`config.mk`:
```
export PLATFORM = sky130hd
export DESIGN_NAME = mul_ctrl
export DESIGN_NICKNAME = d
export VERILOG_FILES = /design/src/rtl/mul_ctrl.sv
export SDC_FILE = /design/constraint.sdc
export NUM_CORES = 1
export LEC_CHECK = 0
export ABC_AREA = 1
export CORE_ASPECT_RATIO = 0.9
export CORE_MARGIN = 2
export CORE_UTILIZATION = 30
export CTS_BUF_LIST = sky130_fd_sc_hd__clkbuf_4 sky130_fd_sc_hd__clkbuf_8 sky130_fd_sc_hd__clkbuf_16
export CTS_CLUSTER_DIAMETER = 100
export DETAILED_ROUTE_END_ITERATION = 7
export DONT_BUFFER_PORTS = 1
export GPL_ROUTABILITY_DRIVEN = 1
export PLACE_DENSITY = 0.43
export SLEW_MARGIN = 30
export SYNTH_ARGS = -nofsm -noshare
export SYNTH_HDL_FRONTEND = slang
export SYNTH_SLANG_ARGS = --single-unit
```
`constraint.sdc`:
```
create_clock -name clk -period 2.6 [get_ports clk]
set_clock_uncertainty 0.15 [all_clocks]
set_input_delay 0.26 -clock clk [delete_from_list [all_inputs] [get_ports clk]]
set_output_delay 0.26 -clock clk [all_outputs]
set_load 0.01 [all_outputs]
```
`src/rtl/mul_ctrl.sv`:
```
`default_nettype none
// +---------------------------------------------------------------------------+
// | mul_ctrl : RV64 M-extension multiply sequencer for a 64-cycle shift-add   |
// |            unsigned multiplier. MUL_RESULT_CACHE_EN adds a 1-entry cache. |
// | Rev 1.0                                                                   |
// +---------------------------------------------------------------------------+
module mul_ctrl (
    input  logic        clk,
    input  logic        rst_n,
    input  logic        req_valid,
    output logic        req_ready,
    input  logic [2:0]  req_op,
    input  logic [63:0] req_a,
    input  logic [63:0] req_b,
    input  logic        flush,
    output logic        resp_valid,
    input  logic        resp_ready,
    output logic [63:0] resp_data,
    output logic        busy,
    output logic        mul_in_valid,
    output logic [63:0] mul_a,
    output logic [63:0] mul_b,
    input  logic        mul_stallreq,
    input  logic [63:0] mul_result_h,
    input  logic [63:0] mul_result_l
);

    localparam logic [2:0] OP_MUL    = 3'b000;
    localparam logic [2:0] OP_MULH   = 3'b001;
    localparam logic [2:0] OP_MULHSU = 3'b010;
    localparam logic [2:0] OP_MULHU  = 3'b011;
    localparam logic [2:0] OP_MULW   = 3'b100;

    typedef enum logic [2:0] {
        S_IDLE  = 3'd0,
        S_START = 3'd1,
        S_WAIT  = 3'd2,
        S_DONE  = 3'd3,
        S_DRAIN = 3'd4
    } state_t;

    state_t      state_q;
    logic [2:0]  op_q;
    logic        neg_q;
    logic        resp_valid_q;
    logic [63:0] resp_data_q;
    logic        mul_in_valid_q;
    logic [63:0] mul_a_q;
    logic [63:0] mul_b_q;

    logic        accept;
    logic        cache_hit;
    logic [63:0] cache_res;

    logic        a_signed, b_signed, a_neg, b_neg;
    logic [63:0] a_src, b_src, a_mag, b_mag;

    // Negating 0x8000_0000_0000_0000 yields itself, which is the correct magnitude 2^63.
    always_comb begin
        a_src    = req_a;
        b_src    = req_b;
        a_signed = 1'b0;
        b_signed = 1'b0;
        case (req_op)
            OP_MULH: begin
                a_signed = 1'b1;
                b_signed = 1'b1;
            end
            OP_MULHSU: a_signed = 1'b1;
            OP_MULW: begin
                a_src = {32'd0, req_a[31:0]};
                b_src = {32'd0, req_b[31:0]};
            end
            default: ;
        endcase
        a_neg = a_signed & a_src[63];
        b_neg = b_signed & b_src[63];
        a_mag = a_neg ? (~a_src + 64'd1) : a_src;
        b_mag = b_neg ? (~b_src + 64'd1) : b_src;
    end

    logic [127:0] prod_raw, prod;
    logic [63:0]  result;

    assign prod_raw = {mul_result_h, mul_result_l};
    assign prod     = neg_q ? (~prod_raw + 128'd1) : prod_raw;

    always_comb begin
        case (op_q)
            OP_MUL:                       result = prod[63:0];
            OP_MULH, OP_MULHSU, OP_MULHU: result = prod[127:64];
            OP_MULW:                      result = {{32{prod[31]}}, prod[31:0]};
            default:                      result = 64'd0;
        endcase
    end

    assign req_ready    = (state_q == S_IDLE) && !flush;
    assign accept       = req_valid && req_ready;
    assign busy         = (state_q != S_IDLE);
    assign resp_valid   = resp_valid_q;
    assign resp_data    = resp_data_q;
    assign mul_in_valid = mul_in_valid_q;
    assign mul_a        = mul_a_q;
    assign mul_b        = mul_b_q;

`ifdef MUL_RESULT_CACHE_EN
    logic        c_valid_q;
    logic [2:0]  c_op_q;
    logic [63:0] c_a_q, c_b_q, c_res_q;
    logic [63:0] p_a_q, p_b_q;

    assign cache_hit = c_valid_q && (c_op_q == req_op) && (c_a_q == req_a) && (c_b_q == req_b);
    assign cache_res = c_res_q;

    // Raw operands are staged at acceptance so a flushed operation never disturbs the entry.
    always_ff @(posedge clk) begin
        if (!rst_n) begin
            c_valid_q <= 1'b0;
            c_op_q    <= 3'd0;
            c_a_q     <= 64'd0;
            c_b_q     <= 64'd0;
            c_res_q   <= 64'd0;
            p_a_q     <= 64'd0;
            p_b_q     <= 64'd0;
        end else begin
            if (accept) begin
                p_a_q <= req_a;
                p_b_q <= req_b;
            end
            if ((state_q == S_DONE) && resp_ready && !flush) begin
                c_valid_q <= 1'b1;
                c_op_q    <= op_q;
                c_a_q     <= p_a_q;
                c_b_q     <= p_b_q;
                c_res_q   <= resp_data_q;
            end
        end
    end
`else
    assign cache_hit = 1'b0;
    assign cache_res = 64'd0;
`endif

    always_ff @(posedge clk) begin
        if (!rst_n) begin
            state_q        <= S_IDLE;
            op_q           <= 3'd0;
            neg_q          <= 1'b0;
            resp_valid_q   <= 1'b0;
            resp_data_q    <= 64'd0;
            mul_in_valid_q <= 1'b0;
            mul_a_q        <= 64'd0;
            mul_b_q        <= 64'd0;
        end else begin
            mul_in_valid_q <= 1'b0;
            case (state_q)
                S_IDLE: begin
                    if (accept) begin
                        op_q <= req_op;
                        if (cache_hit) begin
                            resp_valid_q <= 1'b1;
                            resp_data_q  <= cache_res;
                            state_q      <= S_DONE;
                        end else begin
                            neg_q          <= a_neg ^ b_neg;
                            mul_a_q        <= a_mag;
                            mul_b_q        <= b_mag;
                            mul_in_valid_q <= 1'b1;
                            state_q        <= S_START;
                        end
                    end
                end
                S_START: state_q <= flush ? S_DRAIN : S_WAIT;
                S_WAIT: begin
                    if (flush) begin
                        state_q <= S_DRAIN;
                    end else if (!mul_stallreq) begin
                        resp_data_q  <= result;
                        resp_valid_q <= 1'b1;
                        state_q      <= S_DONE;
                    end
                end
                S_DONE: begin
                    if (flush || resp_ready) begin
                        resp_valid_q <= 1'b0;
                        state_q      <= S_IDLE;
                    end
                end
                S_DRAIN: begin
                    if (!mul_stallreq) state_q <= S_IDLE;
                end
                default: state_q <= S_IDLE;
            endcase
        end
    end

endmodule
`default_nettype wire

```
==> results_dict.tcl, run 1 <==
set metrics [dict create \
    ys_seq_elements 201 \
    fmax_mhz 397 \
    cts_buffers 26 \
    fp-row-count 83 \
    worstSetupPathType "in -> reg" \
    clk-insertion-delay-late_ns 0.57 \
    overflow 0 \
    seq_area_um2 4030 \
    design_area_um2 22300 \
    final_net_count 3660 \
    syn_area_um2 17300 \
    clock-sinks 201 \
    root_buffer "clkbuf_16" \
    fp.dieH_um 232 \
    cp.arrival_ns 2.88 \
    use_met2_pct 51.1 \
    grt_max_degree 134 \
    ant_nets 0 \
    yosysSeqAreaShare_pct 23.2 \
    grt_util_met1_pct 45.2 \
    dpl.hpwl_um 81000 \
    remaining_drc_errors 0 \
    wl_um 104000 \
    synth-simple-area-share_pct 47.2 \
    cp_max_fo 6 \
    start_util_pct 30.4 \
    cts_tree "built" \
    yosysWarningCount 0 \
    synth_cells 3139 \
    use_met3_pct 7.25 \
    drtPass1Iterations 7 \
    synthAdderAreaFrac_pct 0.217 \
    dieArea_um2 59600 \
    port_buffers 0 \
    grt_pass1_wl_um 146000 \
    gp_congestion 1.01 \
    htree_levels 1 \
    layout-drive-gt1-share_pct 7.77 \
    drv_slew 0 \
    tightest_slew_ns 0.831 \
    hold_viol 0 \
    synthXorXnorAreaFrac_pct 3.29 \
    area_delta_synth_final_pct 28.6 \
    setup_viol_count_final 0 \
    synth_nets 3407 \
    ios 461 \
    core_area_um2 57000 \
    final_cell_count_no_fill 4180 \
    fin_crit_sh_pct 96.9 \
    grt_busiest_layer "met2" \
    antenna_found_initial 2 \
    synth_compound_area_share_pct 15.3 \
    die_w_um 257 \
    worstPathRequired_ns 2.96 \
    post_dp_cell_area_um2 18700 \
    place_ws_ns -0.108 \
    clockBufferDepth 3 \
    status "finished clean" \
    maxCapViolCount 0 \
    synth_mux_area_share_pct 0 \
    hp-class "in -> reg" \
    startpoint_type "input port" \
    fin_crit_ns 2.52 \
    synth_top_family_by_area "simple AND/OR/NAND/NOR gates" \
    cts.clk_slew.worst_paths_ns 0.06 \
    p_leak_nw 9.78 \
    grt_use_total_pct 32.7 \
    avgRoutedWirePerCell_um 24.8 \
    dp.cells 3892 \
    synthArstFlopShare_pct 0 \
    synth-edff-count 0 \
    viasPerCell 5.42 \
    multi_input_area_um2 11500 \
    dr_total_vias 22600 \
    cp-end-kind "flip-flop" \
    drtIter0Drc 2553 \
    peakVddDrop_mv 0.567 \
    synth_ff_type "dfxtp_1" \
    grt_pass1_vias 21200 \
    powerDensity_nw_per_um2 654 \
    synth.distinct_cells 45 \
    setup_ws_ns 0.0795 \
    n_fill_cell 6390 \
    syn_area_per_cell_um2 5.51 \
    relSlewSlack_pct 44.0 \
]
==> cells by family (layout without fill, tap and decap cells) <==
family / count (synthesis) / in the layout
flops: 201 / 201
fa+ha+maj: 3 / 3
compound gates: 467 / 467
other cells: 0 / 3
xor+xnor: 65 / 65
simple gates: 1944 / 1944
buf+inv: 459 / 732
==> routing by layer <==
metal | vias up | routed length, um
met5 | - | 0
met1 | 10700 | 46000
met3 | 189 | 9670
met2 | 1115 | 44700
met4 | 0 | 3470
li1 | 10600 | -
==> synthesized netlist by cell type (all sizes together), types with 17 or more instances <==
master	n	area, um^2
inv	338	1270
nor3	20	121
xor2	48	420
o21bai	30	225
nor2	538	2110
o21a	37	278
nand3	337	1720
o221ai	19	166
nand2	960	3640
dfxtp	201	4020
a21oi	162	822
nand3b	21	158
xnor2	17	149
o21ai	191	960
buf	59	345
nand4	52	325
clkbuf	62	233
==> stage by stage <==
step                      setup TNS, ns  total power, W  utilization, %  hold slack, ns
after floorplan                       0         0.00736               -           0.261
after global placement           -0.571         0.00945            32.8           0.262
after detailed placement         -0.358         0.00945            32.8           0.264
after CTS                             0          0.0144            38.6        0.000630
after global routing            -0.0558          0.0153            39.0          0.0221
final                                 0          0.0145            39.0          0.0230
==> power breakdown <==
group | leakage, nW | switching [W] | internal [W]
Clock | 0.511 | 0.00153 | 0.00278
Sequential | 1.64 | 0.000712 | 0.00358
Combinational | 7.63 | 0.00378 | 0.00216
Total | 9.78 | 0.00603 | 0.00852
==> placed cells by master (no fill, tap or decap), types with 3 or more instances in the layout <==
cell type      instances
diode_2                3
nand2_2               19
inv_2                 13
nand3_1              331
nand3_2                5
dlygate4sd3_1        221
o21ai_0              172
nor4_1                 3
bufinv_16              8
o221ai_1              19
o211ai_1              15
nand3b_1              21
or2_2                  8
nor2_4                11
nor2_2                26
o21a_1                37
dfxtp_1              200
xnor2_1               17
nor2_1               501
nand2_1              941
inv_1                322
nor3_1                17
clkbuf_16             30
buf_12                14
a31oi_1                6
nand4_1               52
o21bai_1              30
o21ai_1               18
clkbuf_8               3
a21oi_1              161
buf_4                102
clkinv_2               6
xor2_1                48
==> worst max-delay path: stages <==
cell           delay [ns]
inv_1                0.28
nand3_1              0.27
nor2_1               0.45
buf_4                0.19
nand2_1              0.08
nor2_1               0.16
nand2_1              0.13
nand2_1              0.10
nand2_1              0.05
nand2_1              0.05
nand3_1              0.06
nand2_1              0.08
dlygate4sd3_1        0.54
nand2_1              0.05
a21oi_1              0.12
==> registers in the layout, indices dropped and copies added (netlist names) <==
register / count
resp_valid: 1
op_q: 3
neg_q: 1
resp_data: 64
mul_b: 64
mul_in_valid: 1
state_q: 3
mul_a: 64
==> final timing paths <==
| kind | start | to | slack (ns) | cells past startpoint |
|---|---|---|---|---|
| max reg2reg | neg_q$_SDFFE_PN0P_ | resp_data[7]$_SDFFE_PN0P_ | 0.13 | 12 |
| max | mul_result_h[18] | resp_data[59]$_SDFFE_PN0P_ | 0.08 | 15 |
| min reg2reg | resp_data[7]$_SDFFE_PN0P_ | resp_data[7]$_SDFFE_PN0P_ | 0.36 | 2 |
| min | mul_result_l[22] | resp_data[22]$_SDFFE_PN0P_ | 0.02 | 5 |
==> timing repair <==
item,in CTS,in global routing
gates resized for setup,0,28
buffers inserted,0,10
hold buffers,224,1
endpoints found under the setup margin,0,20
endpoints found under the hold margin,195,1
==> layout make-up <==
cell class / count / share of cell area (%)
multi-input combinational: 2479 / 51.8
sequential: 201 / 18.1
timing repair buffer: 346 / 15.4
inverter: 338 / 5.75
tap: 765 / 4.30
clock buffer: 31 / 3.26
clock inverter: 17 / 1.37
antenna: 3 / 0.0337
Note: power is estimated with default switching activity, not from simulation.
==> run 2, diff against run 1 <==
--- a/config.mk
+++ b/config.mk
@@ -15,7 +15,8 @@
 export DONT_BUFFER_PORTS = 1
 export GPL_ROUTABILITY_DRIVEN = 1
 export PLACE_DENSITY = 0.43
-export SLEW_MARGIN = 30
+export RECOVER_POWER = 50
+export SLEW_MARGIN = 20
 export SYNTH_ARGS = -nofsm -noshare
 export SYNTH_HDL_FRONTEND = slang
 export SYNTH_SLANG_ARGS = --single-unit
==> results_dict.tcl, run 2 (synthesis gave the netlist of run 1 again) <==
set metrics [dict create \
    status "finished clean" \
    whs_ns 0.0216 \
    clockPowerShare_pct 29.7 \
    fp-row-count 83 \
    area_delta_synth_final_pct 28.5 \
    htree_levels 1 \
    final_cell_count_no_fill 4180 \
    clock-sinks 201 \
    startpoint_type "flip-flop" \
    fin_crit_sh_pct 97.5 \
    cts_buffers 26 \
    netSwitchingPower_w 0.00602 \
    cp-end-kind "flip-flop" \
    dp.cells 3892 \
    n_fill_cell 6392 \
    setup_viol_count_final 0 \
    p_leak_nw 9.78 \
    overflow 0 \
    wl_um 104000 \
    powerDensity_nw_per_um2 653 \
    cp_max_fo 20 \
    hold_path_depth 5 \
    hold_viol 0 \
    comb_power_share_pct 40.7 \
    viasPerCell 5.41 \
    ios 461 \
    clockBufferDepth 3 \
    dieArea_um2 59600 \
    cts_tree "built" \
    cp.arrival_ns 2.81 \
    dr_total_vias 22600 \
    maxCapViolCount 0 \
    worstSetupPathType "reg -> reg" \
    start_util_pct 30.4 \
    final_net_count 3660 \
    port_buffers 0 \
    fp.dieH_um 232 \
    drtPass1Iterations 6 \
    core_area_um2 57000 \
    grt_pass1_wl_um 146000 \
    drv_slew 0 \
    switching_share_pct 41.4 \
    hp-class "in -> reg" \
    layout-drive-gt1-share_pct 7.74 \
    grt_use_total_pct 32.7 \
    relSlewSlack_pct 31.9 \
    root_buffer "clkbuf_16" \
    ant_nets 0 \
    fin_crit_ns 2.53 \
    gp_congestion 1.01 \
    remaining_drc_errors 0 \
    fmax_mhz 394 \
    r2r_cells 9 \
    peakVddDrop_mv 0.567 \
    worstPathRequired_ns 2.87 \
    final_cell_mix "nand2_1, nor2_1, nand3_1" \
    die_w_um 257 \
    intPower_w 0.00851 \
    tightest_slew_ns 1.01 \
    antenna_found_initial 2 \
    avgRoutedWirePerCell_um 24.8 \
    seq_power_share_pct 29.6 \
    dpl.hpwl_um 81000 \
    cts.clk_slew.worst_paths_ns 0.06 \
    final_common_cell "nand2_1" \
    grt_pass1_vias 21200 \
    drtIter0Drc 2553 \
    clk-insertion-delay-late_ns 0.57 \
    grt_max_degree 134 \
]
-- run 2: final cells by class --
type | instances | area [um^2] | share of cell area [%]
multi-input cells | 2479 | 11500 | 51.8
diodes | 3 | 7.51 | 0.0337
inverters | 338 | 1280 | 5.75
clock inverters | 17 | 304 | 1.37
repair buffers | 346 | 3430 | 15.4
clock buffers | 31 | 724 | 3.26
flip-flops and latches | 201 | 4030 | 18.1
well taps | 765 | 957 | 4.30
-- run 2: path summary, 6_finish.rpt --
kind / to / slack (ns) / from
setup / recovery: resp_data[30]$_SDFFE_PN0P_ / 0.07 / neg_q$_SDFFE_PN0P_
hold / removal: resp_data[22]$_SDFFE_PN0P_ / 0.02 / mul_result_l[22]
hold reg to reg: resp_data[7]$_SDFFE_PN0P_ / 0.36 / resp_data[7]$_SDFFE_PN0P_
setup reg to reg: resp_data[30]$_SDFFE_PN0P_ / 0.07 / neg_q$_SDFFE_PN0P_
-- run 2: timing repair --
item | CTS | global route
setup buffers | 0 | 10
endpoints found under the setup margin | 0 | 20
resized for setup | 0 | 28
endpoints found under the hold margin | 195 | 1
hold buffers | 224 | 1
-- run 2: metrics by stage --
stage,area [um^2],total power (W),setup slack (ns),TNS (ns),utilization [%]
6_report,22300,0.0145,0.0650,0,39.0
5_1_grt,22200,0.0153,-0.0204,-0.0558,39.0
4_1_cts,22000,0.0144,0.0236,0,38.6
3_5_place_dp,18700,0.00945,-0.325,-0.641,32.8
3_3_place_gp,18700,0.00945,-0.408,-0.571,32.8
2_1_floorplan,17300,0.00736,0.649,0,-
-- run 2: power groups by stage --
stage	clock (W)	combinational, W	sequential (W)
2_1_floorplan	0	0.00327	0.00409
3_3_place_gp	0	0.00506	0.00439
3_5_place_dp	0	0.00506	0.00438
4_1_cts	0.00440	0.00565	0.00432
5_1_grt	0.00453	0.00641	0.00434
6_report	0.00432	0.00592	0.00430
-- run 2: routing by layer --
metal | vias up | part of all wire, % | GRT usage [%]
met1 | 10700 | 44 | 45.2
met2 | 1120 | 43 | 51.1
met4 | 0 | 3.3 | 9.01
li1 | 10600 | - | -
met3 | 192 | 9.5 | 7.25
met5 | - | 0 | 0
-- run 2: worst max-delay path: stages, from the launching register on --
cell and delay [ns]:
dfxtp_4 0.40, buf_12 0.16, buf_12 0.15, nand2_1 0.20, o21ai_0 0.13, o21ai_0 0.80, buf_4 0.24, nand2_1 0.05
nand2_1 0.06, a21oi_1 0.06
